===== src/rtl/dso_pkg.sv =====
// dso_pkg: shared trace RAM geometry and readout FSM state type for the DSO capture/readout blocks.
// No ports; imported by trace_dump and by the capture controller so both agree on RAM geometry.
package dso_pkg;
    localparam int TRACE_DEPTH = 512;
    localparam int TRACE_AW    = 9;
    localparam int SMPL_DW     = 8;
    typedef enum logic [1:0] {IDLE, RD, LAT, SEND} dump_state_t;
endpackage


===== src/rtl/trace_dump.sv =====
// trace_dump: reads the circular trace RAM oldest-sample-first and streams each byte to the host.
// Ports:
//   clk, rst_n          clock, synchronous active-low reset
//   dump_start          one-cycle dump request
//   dump_abort          terminate a dump in progress
//   capture_done        trace buffer holds a complete capture
//   trace_end           address of the newest sample, sampled when a start is accepted
//   rdata               RAM read data, one cycle after ren
//   tx_rdy              transmitter ready
//   raddr, ren          RAM read port
//   tx_data, tx_vld     registered byte to host with its valid
//   dump_busy           high whenever not idle
//   dump_done           pulse on the last accepted byte
//   clr_capture_done    re-arm pulse, coincident with dump_done
//   dump_err            pulse when a start is rejected because no capture is held
module trace_dump
    import dso_pkg::*;
#(
    parameter int DEPTH = TRACE_DEPTH,
    parameter int AW    = TRACE_AW,
    parameter int DW    = SMPL_DW
) (
    input  logic          clk,
    input  logic          rst_n,
    input  logic          dump_start,
    input  logic          dump_abort,
    input  logic          capture_done,
    input  logic [AW-1:0] trace_end,
    input  logic [DW-1:0] rdata,
    input  logic          tx_rdy,
    output logic [AW-1:0] raddr,
    output logic          ren,
    output logic [DW-1:0] tx_data,
    output logic          tx_vld,
    output logic          dump_busy,
    output logic          dump_done,
    output logic          clr_capture_done,
    output logic          dump_err
);
    localparam logic [AW:0] LAST = (AW+1)'(DEPTH - 1);

    dump_state_t   state_q, state_d;
    logic [AW-1:0] ptr_q, ptr_d;
    logic [AW:0]   cnt_q, cnt_d;
    logic [DW-1:0] tx_data_q, tx_data_d;
    logic          tx_vld_q, tx_vld_d;
    logic          xfer;

    assign xfer = (state_q == SEND) & tx_vld_q & tx_rdy;

    always_ff @(posedge clk) begin
        if (!rst_n) begin
            state_q   <= IDLE;
            ptr_q     <= '0;
            cnt_q     <= '0;
            tx_data_q <= '0;
            tx_vld_q  <= 1'b0;
        end else begin
            state_q   <= state_d;
            ptr_q     <= ptr_d;
            cnt_q     <= cnt_d;
            tx_data_q <= tx_data_d;
            tx_vld_q  <= tx_vld_d;
        end
    end

    always_comb begin
        state_d   = state_q;
        ptr_d     = ptr_q;
        cnt_d     = cnt_q;
        tx_data_d = tx_data_q;
        tx_vld_d  = tx_vld_q;
        // abort overrides everything, including a handshake completing in the same cycle
        if (state_q != IDLE && dump_abort) begin
            state_d  = IDLE;
            tx_vld_d = 1'b0;
        end else begin
            case (state_q)
                IDLE: if (dump_start && capture_done && !dump_abort) begin
                    state_d = RD;
                    ptr_d   = trace_end + 1'b1;
                    cnt_d   = '0;
                end
                RD:   state_d = LAT;
                LAT: begin
                    tx_data_d = rdata;
                    tx_vld_d  = 1'b1;
                    state_d   = SEND;
                end
                SEND: if (xfer) begin
                    tx_vld_d = 1'b0;
                    ptr_d    = ptr_q + 1'b1;
                    cnt_d    = cnt_q + 1'b1;
                    state_d  = (cnt_q == LAST) ? IDLE : RD;
                end
                default: state_d = IDLE;
            endcase
        end
    end

    // pulses are gated by rst_n so a reset cycle never emits done/err
    always_comb begin
        ren              = state_q == RD;
        raddr            = ptr_q;
        dump_busy        = state_q != IDLE;
        dump_done        = rst_n & xfer & ~dump_abort & (cnt_q == LAST);
        clr_capture_done = dump_done;
        dump_err         = rst_n & (state_q == IDLE) & dump_start & ~capture_done;
    end

    assign tx_data = tx_data_q;
    assign tx_vld  = tx_vld_q;
endmodule


===== config.mk =====
export PLATFORM = sky130hd
export DESIGN_NAME = trace_dump
export DESIGN_NICKNAME = d
export VERILOG_FILES = /design/src/rtl/dso_pkg.sv /design/src/rtl/trace_dump.sv
export SDC_FILE = /design/constraint.sdc
export NUM_CORES = 1
export LEC_CHECK = 0
export BUFFER_PORTS_ARGS = -buffer_cell sky130_fd_sc_hd__clkbuf_2
export CAP_MARGIN = 5
export CELL_PAD_IN_SITES_DETAIL_PLACEMENT = 0
export CELL_PAD_IN_SITES_GLOBAL_PLACEMENT = 1
export CORE_MARGIN = 3
export CORE_UTILIZATION = 25
export DETAILED_ROUTE_END_ITERATION = 16
export PLACE_DENSITY_LB_ADDON = 0.3
export SYNTH_ARGS = -nofsm -noshare
export SYNTH_HDL_FRONTEND = slang
export SYNTH_SLANG_ARGS = --single-unit

===== constraint.sdc =====
create_clock -name clk -period 3.2 [get_ports clk]
set_input_delay 0.96 -clock clk [delete_from_list [all_inputs] [get_ports clk]]
set_output_delay 0.96 -clock clk [all_outputs]
set_load 0.05 [all_outputs]

* Word level (Yosys, flattened, before mapping)
Index checks and enable logic that the tools add are counted.
Storage, ports and cells: bits in registers 30, bits in latches 0, RAM bits 0, ROM bits 0, input port bits 23, output and inout bits 23, memories 0
Cells by class: add/sub/neg operators 3, $mul 0, divide/modulo/power cells 0, order comparisons 0, equal/unequal tests 6, shift-type cells 0, muxes and demuxes 12, bitwise gates (word level) 12, reduce and logical (&&, ||, !) cells 13
Operators with widths (count):
- $mux W10 | 2
- $pmux W10 S2 | 1
- $add A9 B1 Y9 const B | 2
- $mux W9 | 2
- $pmux W9 S2 | 1
- $add A10 B1 Y10 const B | 1
- $eq A10 B9 Y1 const B | 1
- $and A1 B1 Y1 | 8
- $pmux W2 S4 | 1
- $reduce_and A2 Y1 | 3
- $reduce_bool A2 Y1 | 3
- $eq A2 B2 Y1 const B | 2
- $mux W2 | 2
- $ne A2 B2 Y1 const B | 2
- $not A1 Y1 | 4
- $reduce_and A4 Y1 | 1
- $logic_and A1 B1 Y1 | 3
- $eq A2 B1 Y1 const B | 1
- $logic_not A2 Y1 | 1
- $mux W1 | 2
- $pmux W1 S2 | 1
- $reduce_or A2 Y1 | 1
- $logic_not A1 Y1 | 1

* Longest topological paths before layout
word-level depth 6, mapped depth 11, depth with buffers taken out 8

* Least setup slack after synthesis
Ideal clock, no wire load.
kind input -> output, from in rst_n, to out dump_done, arrival 3.741 ns, slack -1.501 ns, cell stages on the path 5, path through clkbuf_1 inv_1 or4b_1 nor4_1 buf_4
Between the ends: word-level cells in the longest chain between the ends 3
RTL lines:
- start, declared | RTL line trace_dump.sv:24 | input logic rst_n,
- $and A1 B1 Y1 (3 in series) | RTL line trace_dump.sv:106 | dump_done = rst_n & xfer & ~dump_abort & (cnt_q == LAST);
- end, declared | RTL line trace_dump.sv:36 | output logic dump_done,
Every way passes these cells.

* Final worst setup path
Same ends and word-level chain as after synthesis.

==> results.json <==
{
  "htree_levels": 2,
  "cpLargestDelayFamily": "simple AND/OR/NAND/NOR gates",
  "maxSlewViolCount": 0,
  "crit_fanout": 2,
  "place_area_mm2": 0.00215,
  "syn_inst": 210,
  "utilization_pct": 33.0,
  "finalHoldViolations": 0,
  "insertion_delay_ns": 0.28,
  "grt_pass1_wl_mm": 7.62,
  "clk_path_buf_depth": 2,
  "synth_edf_count": 0,
  "drc_errors": 0,
  "holdWs_ns": 0.454,
  "vias": 1668,
  "cts.hold.buffers_added": 0,
  "synthesis.area_mm2": 0.00178,
  "initialDrtViolationCount": 38,
  "routed_wirelength_mm": 4.46,
  "finalSetupViolCount": 0,
  "leakage_uw": 0.000886,
  "vias_per_cell": 4.69,
  "slew-limit-headroom_pct": 62.5,
  "syn_to_final_growth_pct": 26.9,
  "synth.avg_cell_area_um2": 8.46,
  "die_w_um": 90.3,
  "die_y_um": 90.3,
  "drv_cap": 0,
  "initial_core_util_pct": 26.0,
  "cts.root.buffer_cell": "clkbuf_8",
  "synth_flop_cell": "dfxtp_1",
  "r2r-end": "raddr[8]$_SDFFE_PN0P_",
  "core_area_mm2": 0.00683,
  "grt.overflow.total": 0,
  "crit_required_ns": 2.24,
  "grt_max_degree": 27,
  "r2r-start": "state_q[0]$_SDFFE_PP0P_",
  "worst_hold_path_type": "flop to flop",
  "diodes": 0,
  "r2r_slack_ns": 0.75,
  "fp.dieArea_mm2": 0.00815,
  "fp-row-count": 30,
  "grt_setup_unrepaired": "no",
  "outcome": "finished, final reports clean",
  "async_flop_share_pct": 0,
  "cts.sinks": 30,
  "tritoncts": "yes",
  "fmaxAchievable_mhz": 319,
  "ioPinCount": 46,
  "final_cell_mix": "clkbuf_2, nand2_1, dfxtp_1, a21oi_1, nand3_1",
  "endpoint_kind": "output port",
  "place_congestion": 0.716,
  "max_stage_delay_ns": 0.52,
  "finalNetCount": 289,
  "tightest_slew_ns": 0.563,
  "fin_total_pwr_uw": 1480,
  "critPathLaunchType": "primary input",
  "yosys_warnings": 0,
  "antenna_left": 0,
  "syn-num-nets": 240,
  "antenna_found_initial": 0,
  "crit_chain": "clkbuf_2, inv_6, or4b_4, nor4_4, buf_12",
  "fin_crit_sh_pct": 97.9,
  "synth_cell_type_count": 52,
  "crit_arrival_ns": 2.17,
  "clock_skew_ns": 0.00607,
  "ys_seq_area_share_pct": 33.8,
  "final_layout_size_suffix_gt1_share_pct": 30.0,
  "clk_pin_slew_ns": 0.07,
  "grt.total_usage_pct": 11.4,
  "hold_depth": 2,
  "crit_type": "primary input to output port",
  "numPortBuffers": 45,
  "fin_crit_ns": 3.13,
  "cts_resized": 0,
  "synth_seq_cells": 30,
  "first_pass_iters": 4,
  "worstHoldStart": "tx_data[5]$_SDFFE_PN0P_",
  "hold_end": "tx_data[5]$_SDFFE_PN0P_",
  "critPathSlowestCell": "or4b_4",
  "ir_worst_vdd_uv": 319,
  "rr_worst_depth": 9,
  "post_drt_wl_per_cell_um": 12.5,
  "cts_setup_buffers": 0,
  "final_common_cell": "clkbuf_2",
  "grt_pass1_vias": 1524,
  "path_buf_inv": 3,
  "fill_cells": 785,
  "cts_made_buffers": 5,
  "p_per_area_mw_per_mm2": 655,
  "dpl.hpwl_mm": 3.32,
  "final_cell_area_mm2": 0.00225
}
## final cells by class
type | instances | area (um^2) | share of cell area (%)
clock buffers | 5 | 68.8 | 3.05
clock inverters | 3 | 40.0 | 1.78
inverters | 7 | 31.3 | 1.39
multi-input cells | 163 | 1090 | 48.2
flip-flops and latches | 30 | 601 | 26.6
well taps | 96 | 120 | 5.33
repair buffers | 52 | 308 | 13.7
## synth_stat cells (all sizes together), types with 3 or more instances
library cell / n / share of area, %
nand2: 34 / 7.6
buf: 7 / 4.0
o21ai: 10 / 2.8
ha: 7 / 4.9
nor3: 6 / 2.6
mux2i: 3 / 1.7
nand4: 7 / 2.5
a21boi: 3 / 1.9
clkbuf: 3 / 0.63
and2: 4 / 1.4
inv: 7 / 1.5
xor2: 6 / 3.0
a21oi: 21 / 6.5
nor2: 14 / 3.0
dfxtp: 30 / 34
nand3: 15 / 4.2
## registers in the layout (all words and copies together) (netlist names)
| register | count |
|---|---|
| tx_data | 8 |
| cnt_q | 10 |
| state_q | 2 |
| tx_vld | 1 |
| raddr | 9 |
## routing by layer
| metal | vias to the layer above | part of all wire, % | GRT usage, % |
|---|---|---|---|
| met5 | - | 0 | 0 |
| met4 | 0 | 0.90 | 3.83 |
| met3 | 4 | 3.9 | 3.08 |
| met2 | 37 | 43 | 16.4 |
| met1 | 775 | 52 | 16.4 |
| li1 | 852 | - | - |
## where the power goes
part	total (uW)	internal, uW	switching (uW)
Clock	375	229	146
Sequential	473	424	48.7
Combinational	629	187	442
Total	1480	840	636
## logic make-up (layout without fill, tap and decap cells)
logic type	Yosys count	count (layout)	synth area share, %
buffers and inverters	17	67	6.13
XOR/XNOR	8	8	3.94
flip-flops	30	30	33.8
adder cells (fa/ha/maj)	7	7	4.93
AND/OR/NAND/NOR	91	91	26.8
AO/OA/AOI/OAI	52	52	21.5
multiplexers	5	5	2.96
## how the worst max path moves through the flow
stage	start	to	slack, ns	cells past startpoint
after CTS	rst_n	dump_done	0.07	5
after global placement	rst_n	clr_capture_done	-0.04	5
final	rst_n	dump_done	0.07	5
after detailed placement	rst_n	dump_done	-0.05	5
after global routing	rst_n	dump_done	0.03	5
after floorplan	rst_n	dump_done	-0.35	5
## through the flow
stage / instances / worst slack (ns) / setup TNS, ns
3_5_place_dp: 348 / -0.0454 / -0.0904
5_1_grt: 356 / 0.0257 / 0
2_1_floorplan: 210 / -0.346 / -0.439
4_1_cts: 356 / 0.0698 / 0
3_3_place_gp: 348 / -0.0392 / -0.0782
6_report: 356 / 0.0687 / 0
## worst reg2reg max path, stage by stage, from the launching register on
cell	delay (ns)
dfxtp_1	0.37
ha_1	0.18
buf_4	0.30
mux2_2	0.24
ha_1	0.24
nand4b_1	0.18
a21oi_2	0.32
nand3_1	0.14
a221oi_2	0.23
o32ai_1	0.12
Power figures use the tool's default switching activity.
